==> src/rtl/mem_region_controller_pkg.sv <==
// =============================================================================
// Module  : mem_region_controller_pkg
// Brief   : Region indices, FSM state encoding and select helper shared by the
//           memory region controller and its decoder.
// Rev     : 1.0 - initial release
// =============================================================================
`default_nettype none

package mem_region_controller_pkg;

  localparam logic [1:0] REG_ROM  = 2'd0;
  localparam logic [1:0] REG_IO   = 2'd1;
  localparam logic [1:0] REG_RAM  = 2'd2;
  localparam logic [1:0] REG_NONE = 2'd3;

  typedef enum logic [1:0] {
    ST_IDLE   = 2'd0,
    ST_ACCESS = 2'd1,
    ST_RESP   = 2'd2
  } state_e;

  // One-hot slave select ordered {ram, io, rom}.
  function automatic logic [2:0] region_sel(input logic [1:0] region);
    logic [2:0] sel;
    sel = 3'b000;
    case (region)
      REG_ROM: sel = 3'b001;
      REG_IO:  sel = 3'b010;
      REG_RAM: sel = 3'b100;
      default: sel = 3'b000;
    endcase
    return sel;
  endfunction

endpackage

`default_nettype wire

==> src/rtl/mem_region_controller_decode.sv <==
// =============================================================================
// Module  : mem_region_decode
// Brief   : Combinational hit/offset decode of a word address for one region.
// Rev     : 1.0 - initial release
// =============================================================================
`default_nettype none

module mem_region_decode #(
  parameter int                 ADDR_W = 16,
  parameter logic [ADDR_W-1:0]  BASE   = '0,
  parameter int                 AW     = 5
) (
  input  logic [ADDR_W-1:0] addr,
  output logic              hit,
  output logic [ADDR_W-1:0] offset
);

  localparam logic [ADDR_W-1:0] MASK = ADDR_W'((64'd1 << AW) - 64'd1);

  assign hit    = ((addr >> AW) == (BASE >> AW));
  assign offset = addr & MASK;

endmodule

`default_nettype wire

==> src/rtl/mem_region_controller.sv <==
// =============================================================================
// Module  : mem_region_controller
// Brief   : Handshaked bus-to-slave controller decoding ROM / I/O / RAM regions
//           with per-region wait states, registered read data and bus errors.
// Rev     : 1.0 - initial release
// =============================================================================
`default_nettype none

module mem_region_controller
  import mem_region_controller_pkg::*;
#(
  parameter int                 DATA_W   = 32,
  parameter int                 ADDR_W   = 16,
  parameter logic [ADDR_W-1:0]  ROM_BASE = 16'h0000,
  parameter int                 ROM_AW   = 5,
  parameter logic [ADDR_W-1:0]  IO_BASE  = 16'h0020,
  parameter int                 IO_AW    = 5,
  parameter logic [ADDR_W-1:0]  RAM_BASE = 16'h0800,
  parameter int                 RAM_AW   = 11,
  parameter int                 ROM_WAIT = 0,
  parameter int                 IO_WAIT  = 1,
  parameter int                 RAM_WAIT = 1
) (
  input  logic              clock,
  input  logic              reset_n,
  input  logic              req_valid,
  output logic              req_ready,
  input  logic              req_we,
  input  logic [ADDR_W-1:0] req_addr,
  input  logic [DATA_W-1:0] req_wdata,
  output logic              resp_valid,
  output logic [DATA_W-1:0] resp_rdata,
  output logic              resp_err,
  output logic [2:0]        sel,
  output logic [ADDR_W-1:0] slv_addr,
  output logic [DATA_W-1:0] slv_wdata,
  output logic              slv_we,
  input  logic [DATA_W-1:0] rom_rdata,
  input  logic [DATA_W-1:0] io_rdata,
  input  logic [DATA_W-1:0] ram_rdata
);

  localparam logic [3:0] C_ROM_WAIT = 4'(ROM_WAIT);
  localparam logic [3:0] C_IO_WAIT  = 4'(IO_WAIT);
  localparam logic [3:0] C_RAM_WAIT = 4'(RAM_WAIT);

  logic              rom_hit, io_hit, ram_hit;
  logic [ADDR_W-1:0] rom_off, io_off, ram_off;

  mem_region_decode #(.ADDR_W(ADDR_W), .BASE(ROM_BASE), .AW(ROM_AW)) u_dec_rom (
    .addr   (req_addr),
    .hit    (rom_hit),
    .offset (rom_off)
  );

  mem_region_decode #(.ADDR_W(ADDR_W), .BASE(IO_BASE), .AW(IO_AW)) u_dec_io (
    .addr   (req_addr),
    .hit    (io_hit),
    .offset (io_off)
  );

  mem_region_decode #(.ADDR_W(ADDR_W), .BASE(RAM_BASE), .AW(RAM_AW)) u_dec_ram (
    .addr   (req_addr),
    .hit    (ram_hit),
    .offset (ram_off)
  );

  // Overlapping ranges resolve ROM first, then I/O, then RAM.
  logic [1:0]        dec_region;
  logic [ADDR_W-1:0] dec_offset;
  logic [3:0]        dec_wait;

  always_comb begin
    dec_region = REG_NONE;
    dec_offset = '0;
    dec_wait   = 4'd0;
    if (rom_hit) begin
      dec_region = REG_ROM;
      dec_offset = rom_off;
      dec_wait   = C_ROM_WAIT;
    end else if (io_hit) begin
      dec_region = REG_IO;
      dec_offset = io_off;
      dec_wait   = C_IO_WAIT;
    end else if (ram_hit) begin
      dec_region = REG_RAM;
      dec_offset = ram_off;
      dec_wait   = C_RAM_WAIT;
    end
  end

  state_e            state_q, state_d;
  logic [3:0]        cnt_q, cnt_d;
  logic [1:0]        region_q, region_d;
  logic              we_q, we_d;
  logic [2:0]        sel_q, sel_d;
  logic [ADDR_W-1:0] slv_addr_q, slv_addr_d;
  logic [DATA_W-1:0] slv_wdata_q, slv_wdata_d;
  logic              slv_we_q, slv_we_d;
  logic [DATA_W-1:0] resp_rdata_q, resp_rdata_d;
  logic              resp_err_q, resp_err_d;

  logic [DATA_W-1:0] slave_rdata;

  always_comb begin
    slave_rdata = '0;
    case (region_q)
      REG_ROM: slave_rdata = rom_rdata;
      REG_IO:  slave_rdata = io_rdata;
      REG_RAM: slave_rdata = ram_rdata;
      default: slave_rdata = '0;
    endcase
  end

  assign req_ready = (state_q == ST_IDLE);

  always_comb begin
    state_d      = state_q;
    cnt_d        = cnt_q;
    region_d     = region_q;
    we_d         = we_q;
    sel_d        = sel_q;
    slv_addr_d   = slv_addr_q;
    slv_wdata_d  = slv_wdata_q;
    slv_we_d     = 1'b0;
    resp_rdata_d = resp_rdata_q;
    resp_err_d   = resp_err_q;

    case (state_q)
      ST_IDLE: begin
        if (req_valid && req_ready) begin
          if ((dec_region == REG_NONE) || (req_we && (dec_region == REG_ROM))) begin
            // Rejected accesses never touch a slave.
            state_d      = ST_RESP;
            resp_err_d   = 1'b1;
            resp_rdata_d = '0;
          end else begin
            state_d     = ST_ACCESS;
            region_d    = dec_region;
            we_d        = req_we;
            sel_d       = region_sel(dec_region);
            slv_addr_d  = dec_offset;
            slv_wdata_d = req_wdata;
            slv_we_d    = req_we;
            cnt_d       = dec_wait;
          end
        end
      end
      ST_ACCESS: begin
        if (cnt_q == 4'd0) begin
          state_d      = ST_RESP;
          sel_d        = 3'b000;
          resp_err_d   = 1'b0;
          resp_rdata_d = we_q ? '0 : slave_rdata;
        end else begin
          cnt_d = cnt_q - 4'd1;
        end
      end
      ST_RESP: begin
        state_d = ST_IDLE;
      end
      default: begin
        state_d = ST_IDLE;
      end
    endcase
  end

  always_ff @(posedge clock or negedge reset_n) begin
    if (!reset_n) begin
      state_q      <= ST_IDLE;
      cnt_q        <= 4'd0;
      region_q     <= REG_NONE;
      we_q         <= 1'b0;
      sel_q        <= 3'b000;
      slv_addr_q   <= '0;
      slv_wdata_q  <= '0;
      slv_we_q     <= 1'b0;
      resp_rdata_q <= '0;
      resp_err_q   <= 1'b0;
    end else begin
      state_q      <= state_d;
      cnt_q        <= cnt_d;
      region_q     <= region_d;
      we_q         <= we_d;
      sel_q        <= sel_d;
      slv_addr_q   <= slv_addr_d;
      slv_wdata_q  <= slv_wdata_d;
      slv_we_q     <= slv_we_d;
      resp_rdata_q <= resp_rdata_d;
      resp_err_q   <= resp_err_d;
    end
  end

  assign resp_valid = (state_q == ST_RESP);
  assign resp_rdata = resp_rdata_q;
  assign resp_err   = resp_err_q;
  assign sel        = sel_q;
  assign slv_addr   = slv_addr_q;
  assign slv_wdata  = slv_wdata_q;
  assign slv_we     = slv_we_q;

endmodule

`default_nettype wire
==> config.mk <==
export PLATFORM = sky130hd
export DESIGN_NAME = mem_region_controller
export DESIGN_NICKNAME = d
export VERILOG_FILES = /design/src/rtl/mem_region_controller_pkg.sv /design/src/rtl/mem_region_controller_decode.sv /design/src/rtl/mem_region_controller.sv
export SDC_FILE = /design/constraint.sdc
export NUM_CORES = 1
export LEC_CHECK = 0
export CAP_MARGIN = 15
export CORE_ASPECT_RATIO = 2
export CORE_MARGIN = 2
export CORE_UTILIZATION = 43
export CTS_CLUSTER_DIAMETER = 120
export CTS_CLUSTER_SIZE = 16
export DETAILED_ROUTE_END_ITERATION = 8
export GPL_TIMING_DRIVEN = 0
export PLACE_DENSITY = 0.81
export SLEW_MARGIN = 20
export SYNTH_ARGS = -nofsm -noshare
export SYNTH_HDL_FRONTEND = slang
export SYNTH_HIERARCHICAL = 1
export SYNTH_SLANG_ARGS = --single-unit
export TNS_END_PERCENT = 20
==> constraint.sdc <==
create_clock -name clock -period 2.1 [get_ports clock]
set_input_delay 0.42 -clock clock [delete_from_list [all_inputs] [get_ports clock]]
set_output_delay 0.42 -clock clock [all_outputs]
set_load 0.01 [all_outputs]
==> impl_results.md <==
- Status: complete, no violations
- Clock sinks: 94
- Mapped Cells: 573
- Initial Utilization: 43.6%
- Setup WS pre-CTS: -0.762 ns
- Pleak: 0.00403 µW
- Worst-path clk slew: 0.07 ns
- Maximum vdd drop: 0.629 mV
- Skew final: 0.00954 ns
- Hold Violations, Final: 0
- Synth Register Bits: 94
- Avg Cell Area, Syn: 9.50 µm²
- Crit path launch type: input port
- CTS tree: built
- Reg2reg start: cnt_q[0]$_DFFE_PN0P_
- Die X: 83.5 µm
- WP data required: 2.31 ns
- Via Count: 5093
- Worst Path Max Fanout: 5
- FF-to-FF path depth: 9
- Post-synth top flop: dfrtp_1
- Io pins: 235
- Pins Over Slew Limit: 0
- Unrepaired setup endpoints after global routing: true
- Critical Path Stages: 10
- Number of max-cap violations: 0
- Clock Latency Late Sink: 0.33 ns
- Total grt overflow: 0
- Fin worst setup slack: 0.0477 ns
- Setup TNS: 0 ns
- Register area share after synthesis: 43.3%
- Chip height: 163 µm
- Layout cell share with drive strength beyond 1: 21.8%
- Total power: 8190 µW
- First-pass GRT wire length: 26.7 mm
- Drt drc: 0
- R2R Setup Slk: 0.07 ns
- Compound-Gate Fraction of Synth Area: 10.4%
- Worst slew pin tran: 0.600 ns
- DR iter-0 viols: 178
- Asr flop ratio synth: 100%
- EDFF count, synth: 0
- Cell Rows: 58
- WS Path Type: input port to register
- Port bufs: 229
- Tot GR Track Use: 24.2%
- Maximum buffer depth of the clock tree: 2
- Xor/xnor share of the synthesized area: 0%
- Fmax achieved: 487 MHz
- Worst hold endpoint: slv_addr[2]$_DFFE_PN0P_
- Combinational family with the most area after synthesis: simple AND/OR/NAND/NOR gates
- Vias in the first global route: 5475
- Tcrit/Tclk final: 97.7%
- Min Clock Period, post-route: 2.05 ns
- Final setup violation count: 0
- CP delay by family, top: buffers and inverters
- Hold Crit Class: input port to register
- Fill count: 997
- Initial antenna violation count: 0
- Yosys top cell area share: 42.3%
- FF/Latch Area: 2360 µm²
- WP buf/inv: 4
- Full die area: 13600 µm²
- Synth Area in Adders: 0.460%
- Cells after DPL: 977
- Arrival time at the worst endpoint: 2.26 ns
- Placer congestion estimate: 0.905
- Core area: 12500 µm²
- Root buf cell: clkbuf_16
- Synthesis Warnings: 6
- CP max stage cell: mux2_4
- Largest cells by area after synthesis: dfrtp_1, nand2_1, mux2_4
- Slew headroom: 60.0%
- Pin count of the biggest net entering global routing: 59
- Final ANT Viol Nets: 0
- Post-synth top area cell: dfrtp_1
- Post-synthesis mux area share: 14.5%
- Hold Startpoint: req_addr[2]
- Layout Nets: 1005
- ANT cells: 0
- Synth cell types: 42
- H-tree levels: 3
- WHS Path Cells: 3
- Multi-input gate area: 2620 µm²
- Cell area after synthesis: 5440 µm²
- Final cell count without fillers: 1009
- FF-to-FF End: resp_rdata[17]$_DFFE_PN0P_
- DRT Pass-1 Iters: 6
- Simple-Gate Fraction of Synth Area: 20.1%
- Detailed placement HPWL: 12.8 mm
- Worst path max stage delay: 0.29 ns
- Post-Route WL: 16.6 mm
- P per Cell Area: 948 nW/µm²
- Total CTS buffers: 9
- Worst Setup End Kind: register
- DR vias/cell: 5.05
- Synth-to-layout area growth: 58.6%
- DR WL/cell: 16.5 µm
- Cell Chain, Critical Path: dlygate4sd2_1, nor4_1, and3_1, or3_4, nand2_2, o21a_1, buf_6, buf_12, clkbuf_16, mux2_4
## routing by layer
layer / global-route usage (%) / routed length (µm) / vias up / part of all wire [%]
li1: - / - / 2426 / -
met1: 25.1 / 5870 / 2440 / 35
met2: 46.4 / 9380 / 190 / 56
met3: 4.60 / 783 / 37 / 4.7
met4: 10.6 / 594 / 0 / 3.6
met5: 0 / 0 / - / 0
## worst min-delay path: cells and delay by family
kind | cells | cell delay [ns]
AO/OA/AOI/OAI | 1 | 0.08
AND/OR/NAND/NOR | 1 | 0.10
buffers and inverters | 1 | 0.11
## registers in the layout (all words and copies together) (netlist names)
signal,count
resp_rdata,32
slv_wdata,32
slv_addr,16
cnt_q,4
sel,3
region_q,2
state_q,2
resp_err,1
slv_we,1
we_q,1
## synthesized netlist by cell type, types with 3 or more instances
library cell / instances
nor3_1: 6
conb_1: 3
or2_2: 32
a21oi_1: 34
and3_1: 4
a21o_1: 6
buf_4: 51
buf_2: 8
mux2_2: 3
mux2i_1: 32
dfrtp_1: 92
nand2_1: 148
mux2_4: 29
buf_12: 3
a221oi_1: 17
nand3_1: 3
o31ai_1: 16
nor2b_1: 19
o22ai_1: 3
inv_1: 6
nor2_1: 5
nor4_1: 3
clkbuf_1: 23
## where the power goes
part	internal (µW)	switching [µW]
clock	1070	669
combinational	2260	1560
sequential	2310	312
total	5640	2540
## cell families after synthesis
kind of cell	after synthesis
AND/OR/NAND/NOR	234
flip-flops	94
buffers and inverters	92
AO/OA/AOI/OAI	84
multiplexers	64
other	3
adder cells (fa/ha/maj)	2
## per-stage QoR
stage               area, µm²  hold WS (ns)  utilization (%)
global placement         8010         0.459             64.2
detailed placement       8040         0.351             64.4
finish                   8630         0.423             69.1
floorplan                5530         0.124                -
CTS                      8540         0.412             68.4
global route             8630         0.454             69.1
## layout by cell type (no fill, tap or decap), types with 6 or more instances in the layout
cell	synthesis	final
mux2_4	29	29
a221oi_1	17	17
clkdlybuf4s50_1	0	215
mux2i_1	32	32
buf_12	3	6
buf_2	8	7
dfrtp_1	92	91
clkbuf_1	23	16
or2_2	32	32
a21o_1	6	6
conb_1	3	27
nand2_1	148	146
o31ai_1	16	16
nor2b_1	19	19
clkbuf_2	0	10
buf_4	51	62
a21oi_1	34	34
clkbuf_16	0	10
## cell type report
cell class | instances | area share, %
Clock inverter | 5 | 0.957
Clock buffer | 10 | 2.77
Sequential cell | 94 | 27.3
Inverter | 6 | 0.261
Tap cell | 150 | 2.17
Multi-Input combinational cell | 411 | 30.4
Timing Repair Buffer | 247 | 29.2
Buffer | 86 | 6.96
## worst max-delay path by stage
stage,to,start,slack [ns]
3_5_place_dp,resp_rdata[2]$_DFFE_PN0P_,req_addr[9],-0.76
6_report,resp_rdata[17]$_DFFE_PN0P_,req_addr[14],0.05
5_1_grt,cnt_q[0]$_DFFE_PN0P_,req_addr[14],-0.10
2_1_floorplan,resp_rdata[0]$_DFFE_PN0P_,req_addr[9],0.02
3_3_place_gp,slv_addr[2]$_DFFE_PN0P_,reset_n,-2.76
4_1_cts,resp_valid,state_q[1]$_DFFE_PN0P_,0.007
## what timing repair did
action,CTS,global route
setup endpoints to repair,91,69
hold buffers,1,0
pin swaps,7,8
gates cloned,2,1
resized for setup,29,20
hold endpoints to repair,23,0
buffers inserted,8,5
No activity file was read; power rests on OpenSTA's default activity.
